$ cat src/rtl/mux_bus_arbiter_if.sv
// Shared result-bus bundle: four requesters, one consumer, arbiter status.
// The slave modport is the arbiter's view; master is the requester/consumer side.
interface mux_bus_arbiter_if #(
  parameter int DATA_W = 20
);
  logic [3:0]        req;
  logic [DATA_W-1:0] in0;
  logic [DATA_W-1:0] in1;
  logic [DATA_W-1:0] in2;
  logic [DATA_W-1:0] in3;
  logic              out_ready;
  logic              out_valid;
  logic [DATA_W-1:0] out_data;
  logic [1:0]        sel;
  logic [3:0]        grant;
  logic [3:0]        ack;
  logic              timeout_err;

  modport slave (
    input  req, in0, in1, in2, in3, out_ready,
    output out_valid, out_data, sel, grant, ack, timeout_err
  );

  modport master (
    output req, in0, in1, in2, in3, out_ready,
    input  out_valid, out_data, sel, grant, ack, timeout_err
  );
endinterface

$ cat src/rtl/mux_bus_arbiter.sv
// Round-robin arbiter sharing one result bus among four requesters, with a
// valid/ready handshake to the consumer, withdrawal abort and a wait timeout.
//
// state | meaning
// IDLE  | no grant; arbitrate among req starting at ptr_q
// BUSY  | word from in[sel] offered on out_data, waiting for out_ready
module mux_bus_arbiter #(
  parameter int DATA_W  = 20,
  parameter int TIMEOUT = 15
) (
  input  logic                 clk,
  input  logic                 rst_n,
  mux_bus_arbiter_if.slave     bus
);

  typedef enum logic {IDLE = 1'b0, BUSY = 1'b1} state_t;

  localparam logic [7:0] CNT_LAST = 8'(TIMEOUT - 1);

  state_t     state_q, state_d;
  logic [3:0] grant_q, grant_d;
  logic [1:0] sel_q,   sel_d;
  logic [1:0] ptr_q,   ptr_d;
  logic [7:0] cnt_q,   cnt_d;

  logic       win_found;
  logic [1:0] win_idx;
  logic [1:0] scan_idx;
  logic       busy;
  logic       cnt_expired;

  always_ff @(posedge clk or negedge rst_n) begin
    if (!rst_n) begin
      state_q <= IDLE;
      grant_q <= 4'b0000;
      sel_q   <= 2'd0;
      ptr_q   <= 2'd0;
      cnt_q   <= 8'd0;
    end else begin
      state_q <= state_d;
      grant_q <= grant_d;
      sel_q   <= sel_d;
      ptr_q   <= ptr_d;
      cnt_q   <= cnt_d;
    end
  end

  // ptr_q is the first index to consider: one past the last winner.
  always_comb begin
    win_found = 1'b0;
    win_idx   = 2'd0;
    scan_idx  = 2'd0;
    for (int i = 0; i < 4; i++) begin
      scan_idx = ptr_q + 2'(i);
      if (!win_found && bus.req[scan_idx]) begin
        win_found = 1'b1;
        win_idx   = scan_idx;
      end
    end
  end

  assign busy        = (state_q == BUSY);
  assign cnt_expired = (cnt_q == CNT_LAST);

  always_comb begin
    state_d = state_q;
    grant_d = grant_q;
    sel_d   = sel_q;
    ptr_d   = ptr_q;
    cnt_d   = cnt_q;
    case (state_q)
      IDLE: begin
        if (win_found) begin
          state_d = BUSY;
          grant_d = 4'b0001 << win_idx;
          sel_d   = win_idx;
          cnt_d   = 8'd0;
        end
      end
      BUSY: begin
        // Completion, withdrawal and timeout all end the grant the same way.
        if (bus.out_ready || !bus.req[sel_q] || cnt_expired) begin
          state_d = IDLE;
          grant_d = 4'b0000;
          ptr_d   = sel_q + 2'd1;
        end else begin
          cnt_d = cnt_q + 8'd1;
        end
      end
      default: begin
        state_d = IDLE;
        grant_d = 4'b0000;
      end
    endcase
  end

  always_comb begin
    bus.out_valid   = busy;
    bus.grant       = grant_q;
    bus.sel         = sel_q;
    bus.ack         = (busy && bus.out_ready) ? grant_q : 4'b0000;
    bus.timeout_err = busy && !bus.out_ready && cnt_expired;
    case (sel_q)
      2'd0:    bus.out_data = bus.in0;
      2'd1:    bus.out_data = bus.in1;
      2'd2:    bus.out_data = bus.in2;
      default: bus.out_data = bus.in3;
    endcase
  end

endmodule

$ cat src/flat_wrapper.sv
// flat-port wrapper written by rule: the top's interface ports become plain ports
module mux_bus_arbiter_flat 
#(
  parameter int DATA_W  = 20,
  parameter int TIMEOUT = 15
)
  (clk, rst_n, bus_req, bus_in0, bus_in1, bus_in2, bus_in3, bus_out_ready, bus_out_valid, bus_out_data, bus_sel, bus_grant, bus_ack, bus_timeout_err);
  mux_bus_arbiter_if #(.DATA_W(DATA_W)) bus_i ();
  input  logic clk;
  input  logic rst_n;
  input wire logic [$bits(bus_i.req)-1:0] bus_req;
  input wire logic [$bits(bus_i.in0)-1:0] bus_in0;
  input wire logic [$bits(bus_i.in1)-1:0] bus_in1;
  input wire logic [$bits(bus_i.in2)-1:0] bus_in2;
  input wire logic [$bits(bus_i.in3)-1:0] bus_in3;
  input wire logic [$bits(bus_i.out_ready)-1:0] bus_out_ready;
  output wire logic [$bits(bus_i.out_valid)-1:0] bus_out_valid;
  output wire logic [$bits(bus_i.out_data)-1:0] bus_out_data;
  output wire logic [$bits(bus_i.sel)-1:0] bus_sel;
  output wire logic [$bits(bus_i.grant)-1:0] bus_grant;
  output wire logic [$bits(bus_i.ack)-1:0] bus_ack;
  output wire logic [$bits(bus_i.timeout_err)-1:0] bus_timeout_err;
  assign bus_i.req = bus_req;
  assign bus_i.in0 = bus_in0;
  assign bus_i.in1 = bus_in1;
  assign bus_i.in2 = bus_in2;
  assign bus_i.in3 = bus_in3;
  assign bus_i.out_ready = bus_out_ready;
  assign bus_out_valid = bus_i.out_valid;
  assign bus_out_data = bus_i.out_data;
  assign bus_sel = bus_i.sel;
  assign bus_grant = bus_i.grant;
  assign bus_ack = bus_i.ack;
  assign bus_timeout_err = bus_i.timeout_err;
  mux_bus_arbiter #(.DATA_W(DATA_W), .TIMEOUT(TIMEOUT)) u_core (.clk(clk), .rst_n(rst_n), .bus(bus_i));
endmodule
$ cat config.mk
export PLATFORM = sky130hd
export DESIGN_NAME = mux_bus_arbiter_flat
export DESIGN_NICKNAME = d
export VERILOG_FILES = /design/src/rtl/mux_bus_arbiter_if.sv /design/src/rtl/mux_bus_arbiter.sv /design/src/flat_wrapper.sv
export SDC_FILE = /design/constraint.sdc
export NUM_CORES = 1
export LEC_CHECK = 0
export CAP_MARGIN = 10
export CORE_ASPECT_RATIO = 0.5
export CORE_MARGIN = 3
export CORE_UTILIZATION = 30
export CTS_CLUSTER_DIAMETER = 120
export CTS_CLUSTER_SIZE = 10
export DETAILED_ROUTE_END_ITERATION = 7
export PLACE_DENSITY = 0.74
export SYNTH_ARGS = -nofsm -noshare
export SYNTH_HDL_FRONTEND = slang
export SYNTH_SLANG_ARGS = --single-unit
$ cat constraint.sdc
create_clock -name clk -period 1.75 [get_ports clk]
set_input_delay 0.2625 -clock clk [delete_from_list [all_inputs] [get_ports clk]]
set_output_delay 0.2625 -clock clk [all_outputs]
set_load 0.01 [all_outputs]
Yosys cells after proc, flatten, opt, wreduce, memory -nomap -nowiden
Cells that the tools add are included.

word-level totals
  output and inout port bits = 32
  word-level logic and storage cells = 70
  input port bits = 87
  flip-flop bits (word level) = 17

cells by class
  equality and inequality tests = 6
  shifts and indexed selects = 1
  bitwise operators = 1
  order comparisons = 5
  muxes and demuxes = 29
  add/sub/neg operators = 5
  reductions and logical operators = 18

operators with widths
  operator                                                                  count
  20-bit case mux with 3 select lines                                       1
  8-bit 2-to-1 mux                                                          2
  8-bit case mux with 2 select lines                                        1
  2-bit by 3-bit < comparator with 1-bit output (second input constant)     5
  4-bit 2-to-1 mux                                                          3
  1-bit 2-to-1 mux                                                          11
  1-bit binary-select mux with 2-bit select                                 5
  8-bit by 1-bit adder with 8-bit output (second input constant)            1
  8-bit by 4-bit equality test with 1-bit output (second input constant)    1
  2-bit 2-to-1 mux                                                          4
  4-bit case mux with 2 select lines                                        1
  2-bit AND reduction                                                       4
  1-bit logical AND                                                         6
  1-bit logical NOT                                                         5
  2-bit by 1-bit adder with 2-bit output (second input constant)            2
  2-bit adder (second input constant)                                       2
  2-bit inequality test (second input constant)                             2
  1-bit by 2-bit << shifter with 4-bit output (first input constant)        1
  2-bit by 1-bit equality test with 1-bit output (second input constant)    1
  2-bit equality test (second input constant)                               1
  2-bit logical NOT                                                         1
  1-bit logical OR                                                          2
  2-bit by 1-bit inequality test with 1-bit output (second input constant)  1
  1-bit case mux with 2 select lines                                        1
  1-bit NOT                                                                 1

Longest topological paths before layout
  depth after elaboration = 15
  depth in mapped cells = 7
  depth with buffers taken out = 6

Worst setup path before layout
No wires, ideal clock.

  path type = reg2reg
  start = register u_core.cnt_q[0]
  end = register u_core.grant_q[0] (netlist: u_core.bus.grant[0])
  buffers on the path = 0
  path slack = -165 ps
  stages on the path, launching flop included = 7
  library setup time = 121 ps
  clock period less this slack = 1915 ps
  required time = 1629 ps
  arrival = 1794 ps
  cell sequence = dfrtp_1 > inv_1 > ha_1 > or4b_4 > o311ai_4 > o21ai_2 > a22o_1

on the way
  cells in the longest elaborated chain, start to end = 4

ends and longest elaborated chain
  what                                            line                   RTL
  from (decl)                                     mux_bus_arbiter.sv:24  logic [7:0] cnt_q, cnt_d;
  from (signal assigned)                          mux_bus_arbiter.sv:44  cnt_q <= cnt_d;
  8-bit by 4-bit equality test with 1-bit output  mux_bus_arbiter.sv:63  assign cnt_expired = (cnt_q == CNT_LAST);
  1-bit logical OR                                mux_bus_arbiter.sv:82  if (bus.out_ready || !bus.req[sel_q] || cnt_expired) begin
  2-bit inequality test (no source line)          --
  2-bit AND reduction (no source line)            --
  to (signal assigned)                            mux_bus_arbiter.sv:41  grant_q <= grant_d;
  to (decl)                                       mux_bus_arbiter.sv:21  logic [3:0] grant_q, grant_d;

Every way passes these cells.
A chain may end at the register's enable or synchronous reset.

Worst setup path in the final report
  start = register u_core.sel_q[1] (netlist: u_core.bus.sel[1])
  end = output port bus_out_data[4]

on the way
  cells in the longest elaborated chain, start to end = 2
  elaborated cells on any way between the ends = 4
  classes of those cells = eq/ne (2); mux (1); reduce/logical (1)

ends and longest elaborated chain
  what                                               line                    RTL
  from (decl)                                        mux_bus_arbiter.sv:22   logic [1:0] sel_q, sel_d;
  from (signal assigned)                             mux_bus_arbiter.sv:42   sel_q <= sel_d;
  2-bit equality test, or another cell as far along  mux_bus_arbiter.sv:103  case (sel_q)
  20-bit case mux with 3 select lines *              mux_bus_arbiter.sv:103
  to (decl)                                          flat_wrapper.sv:18      output wire logic [$bits(bus_i.out_data)-1:0] bus_out_data;

Mark *: on every way between the ends. The rest lies on a longest branch, timed or not.

==> results_dict.tcl <==
set metrics [dict create \
    routed_length_on_met3_um 417 \
    first_global_vias 1940 \
    maxSlewViolCount 0 \
    worst_max_slew_pin_slew_ps 458 \
    worst_hold_slack_ps 287 \
    synth_cell_type_count 35 \
    met2RoutedLength_um 3800 \
    setup.reg_to_reg.worst_slack_ps -250 \
    timing.setup.critical_path_class "flop to output port" \
    period_utilization_pct 116 \
    cp_max_fo 8 \
    drt_drc_violations_left 0 \
    power_report.internal_total_uw 2460 \
    grt_max_degree 21 \
    drive_gt1_share_pct 31.8 \
    worst_ep_arrival_time_ps 1760 \
    grt_overflow 0 \
    yosys_warnings 0 \
    numClockSinks 17 \
    hold_path_class "primary input to asynchronous set/reset pin" \
    power_leakage_uw 0.00145 \
    synth_area_per_cell_um2 9.28 \
    critical_path_required_ps 1490 \
    port_buffers 118 \
    clk-insertion-delay-late_ps 250 \
    irDropWorstVdd_v 0.000810 \
    combinational_power_share_pct 78.7 \
    final_count_of_negative_setup_slack_endpoints 36 \
    htree_levels 1 \
    placement_rows 17 \
    antenna_found_initial 0 \
    fill_cells 360 \
    synth_cells 164 \
    rsz0062_at_grt "yes" \
    post_cts_hold_buffer_count 0 \
    highest-signal-layer "met4" \
    antenna-diode-count 0 \
    synth_async_sr_flop_share_pct 100 \
    syn_area_um2 1520 \
    wire_per_inst_um 18.4 \
    wl_met1_um 2860 \
    switchingPower_uw 1790 \
    layout_min_cycle_time_ps 2030 \
    seq_power_share_pct 14.6 \
    cts_tree "yes" \
    pwr_dens_nw_per_um2 1290 \
    p_sw_share_pct 42.1 \
    ios 119 \
    max_slew_margin_pct 69.2 \
    final_antenna_net_count 0 \
    placeableCoreArea_um2 4640 \
    hold_violations 0 \
    drv_cap 0 \
    route.vias.total 2008 \
    layout.nets 415 \
    post_dp_hpwl_um 5040 \
    max_freq_mhz 494 \
    drt_wl_total_um 7100 \
    cts.root.buffer_cell "sky130_fd_sc_hd__clkbuf_8" \
    startpoint_types "flop" \
    synth-seq-area-share_pct 27.9 \
    floorplan.die_area_um2 6020 \
    cts_buffer_depth 2 \
    violations "negative setup slack" \
    timing.final.ws_setup_ps -275 \
    detail_route.iter0.violations 176 \
    initial_utilization_pct 32.8 \
    fin_tns_setup_ps -7660 \
    worst_setup_path_startpoint "u_core.bus.sel[1]" \
    grt_usage_pct 21.2 \
    global_route_wire_length_before_repair_um 10300 \
    worst_clock_skew_ps 1.57 \
    die_w_um 107 \
    synth_flop_cell "sky130_fd_sc_hd__dfrtp_1" \
    critical_r2r_launch "u_core.cnt_q[0]" \
    vias_per_cell 5.19 \
    die_height_um 56.4 \
    placed_area_um2 3040 \
    type_of_element_capturing_the_critical_path "output port" \
    postSynthRegisterBits 17 \
    synth-edff-count 0 \
    run_status "finished with violations" \
    weighted_congestion_reported_at_the_end_of_routability_driven_placement 0.838 \
    syn_to_final_growth_pct 116 \
    synth_nets 257 \
    drt_first_pass_iters 7 \
    clkPwrFrac_pct 6.8 \
    dp_worst_setup_slack_ps -401 \
    clk_transition_reported_paths_ps 70 \
    final_design_area_no_fill_um2 3290 \
    cts_inserted_buffers 3 \
]
synth_stat cells (all sizes together) (2+ instances only):
cell type / count / share of area [%]
and3: 4 / 1.6
o211ai: 3 / 1.5
ha: 6 / 4.9
inv: 26 / 6.4
nand3: 6 / 2.0
a21boi: 2 / 0.99
o31ai: 4 / 2.0
mux2: 2 / 1.5
or2: 2 / 0.82
nand2: 10 / 2.5
o21ai: 6 / 2.2
o2bb2ai: 2 / 1.2
mux2i: 20 / 13
a22o: 2 / 1.2
a222oi: 20 / 13
or4: 2 / 0.99
nor2b: 5 / 2.1
clkbuf: 9 / 2.2
o311ai: 4 / 3.9
o21bai: 2 / 0.99
dfrtp: 17 / 28
state kept, by name, summed over array words and instances, names as in the netlist:
signal and count:
u_core.ptr_q 2, u_core.bus.sel 2, u_core.bus.grant 4, u_core.bus.out_valid 1
u_core.cnt_q 8
final cells by class:
cell class	instances	area [um^2]	share of cell area, %
Sequential cell	17	427	13.0
Multi-Input combinational cell	111	1080	32.9
Tap cell	66	82.6	2.51
Clock inverter	1	5.00	0.152
Clock buffer	3	41.3	1.26
Inverter	26	97.6	2.97
Timing Repair Buffer	163	1550	47.3
final timing paths:
check                                       end  cells after the start
setup / recovery                bus_out_data[4]                      6
hold / removal             u_core.bus.out_valid                      1
setup reg to reg                u_core.cnt_q[4]                      9
hold reg to reg             u_core.bus.grant[2]                      1
max in group asynchronous     u_core.bus.sel[0]                      2
min in group clk            u_core.bus.grant[2]                      1
power groups by stage:
| stage | Sequential, uW | Clock [uW] | Combinational [uW] |
|---|---|---|---|
| floorplan | 654 | 0 | 1310 |
| global placement | 603 | 0 | 3010 |
| detailed placement | 613 | 0 | 3070 |
| CTS | 609 | 299 | 3020 |
| global route | 634 | 318 | 3530 |
| finish | 619 | 288 | 3340 |
cells by family (layout without fill, tap and decap cells):
group / count (synthesis) / count (layout) / synth area share (%)
compound gates: 49 / 49 / 29.0
fa+ha+maj: 6 / 6 / 4.93
buf+inv: 36 / 193 / 9.37
simple gates: 33 / 33 / 12.4
flops: 17 / 17 / 27.9
mux: 23 / 23 / 16.4
stage by stage:
step,util [%],total power (uW),cells
after global placement,65.5,3610,371
after detailed placement,65.5,3680,371
after CTS,67.9,3920,381
after floorplan,-,1970,164
final,70.9,4250,387
after global routing,70.9,4480,387
metal layers:
metal,global-route usage (%),up-vias
met2,41.6,65
met5,0,-
met4,2.19,0
li1,-,962
met1,25.0,979
met3,3.33,2
timing repair:
action,4_1_cts,5_1_grt
setup buffers,5,3
pin swaps,29,16
cloned,2,3
gates resized for setup,125,11
hold endpoints to repair,0,0
setup endpoints to repair,40,36
critical path: stages (launching register included):
cell,delay (ps)
sky130_fd_sc_hd__dfrtp_1,410
sky130_fd_sc_hd__buf_6,130
sky130_fd_sc_hd__ha_4,200
sky130_fd_sc_hd__buf_8,140
sky130_fd_sc_hd__a222oi_1,350
sky130_fd_sc_hd__mux2i_1,120
sky130_fd_sc_hd__buf_2,160
placed cells by master, fill, tap and decap left out, types with 2 or more instances in the layout:
cell	instances
sky130_fd_sc_hd__nand2_2	3
sky130_fd_sc_hd__o21bai_1	2
sky130_fd_sc_hd__mux2i_1	20
sky130_fd_sc_hd__clkbuf_16	3
sky130_fd_sc_hd__o31ai_1	3
sky130_fd_sc_hd__nand3_2	3
sky130_fd_sc_hd__buf_2	21
sky130_fd_sc_hd__a222oi_1	20
sky130_fd_sc_hd__ha_2	2
sky130_fd_sc_hd__buf_4	30
sky130_fd_sc_hd__ha_4	3
sky130_fd_sc_hd__nand3_1	3
sky130_fd_sc_hd__o311ai_4	2
sky130_fd_sc_hd__buf_12	3
sky130_fd_sc_hd__nand2_1	7
sky130_fd_sc_hd__inv_1	24
sky130_fd_sc_hd__clkbuf_8	3
sky130_fd_sc_hd__and3_1	4
sky130_fd_sc_hd__dlygate4sd2_1	4
sky130_fd_sc_hd__dfrtp_1	16
sky130_fd_sc_hd__mux2_2	2
sky130_fd_sc_hd__o21ai_0	3
sky130_fd_sc_hd__or2_2	2
sky130_fd_sc_hd__o2bb2ai_2	2
sky130_fd_sc_hd__a22o_1	2
sky130_fd_sc_hd__buf_6	7
sky130_fd_sc_hd__nor2b_1	5
sky130_fd_sc_hd__o211ai_1	3
sky130_fd_sc_hd__clkdlybuf4s50_1	93
sky130_fd_sc_hd__inv_2	2
Power figures use the tool's default switching activity.
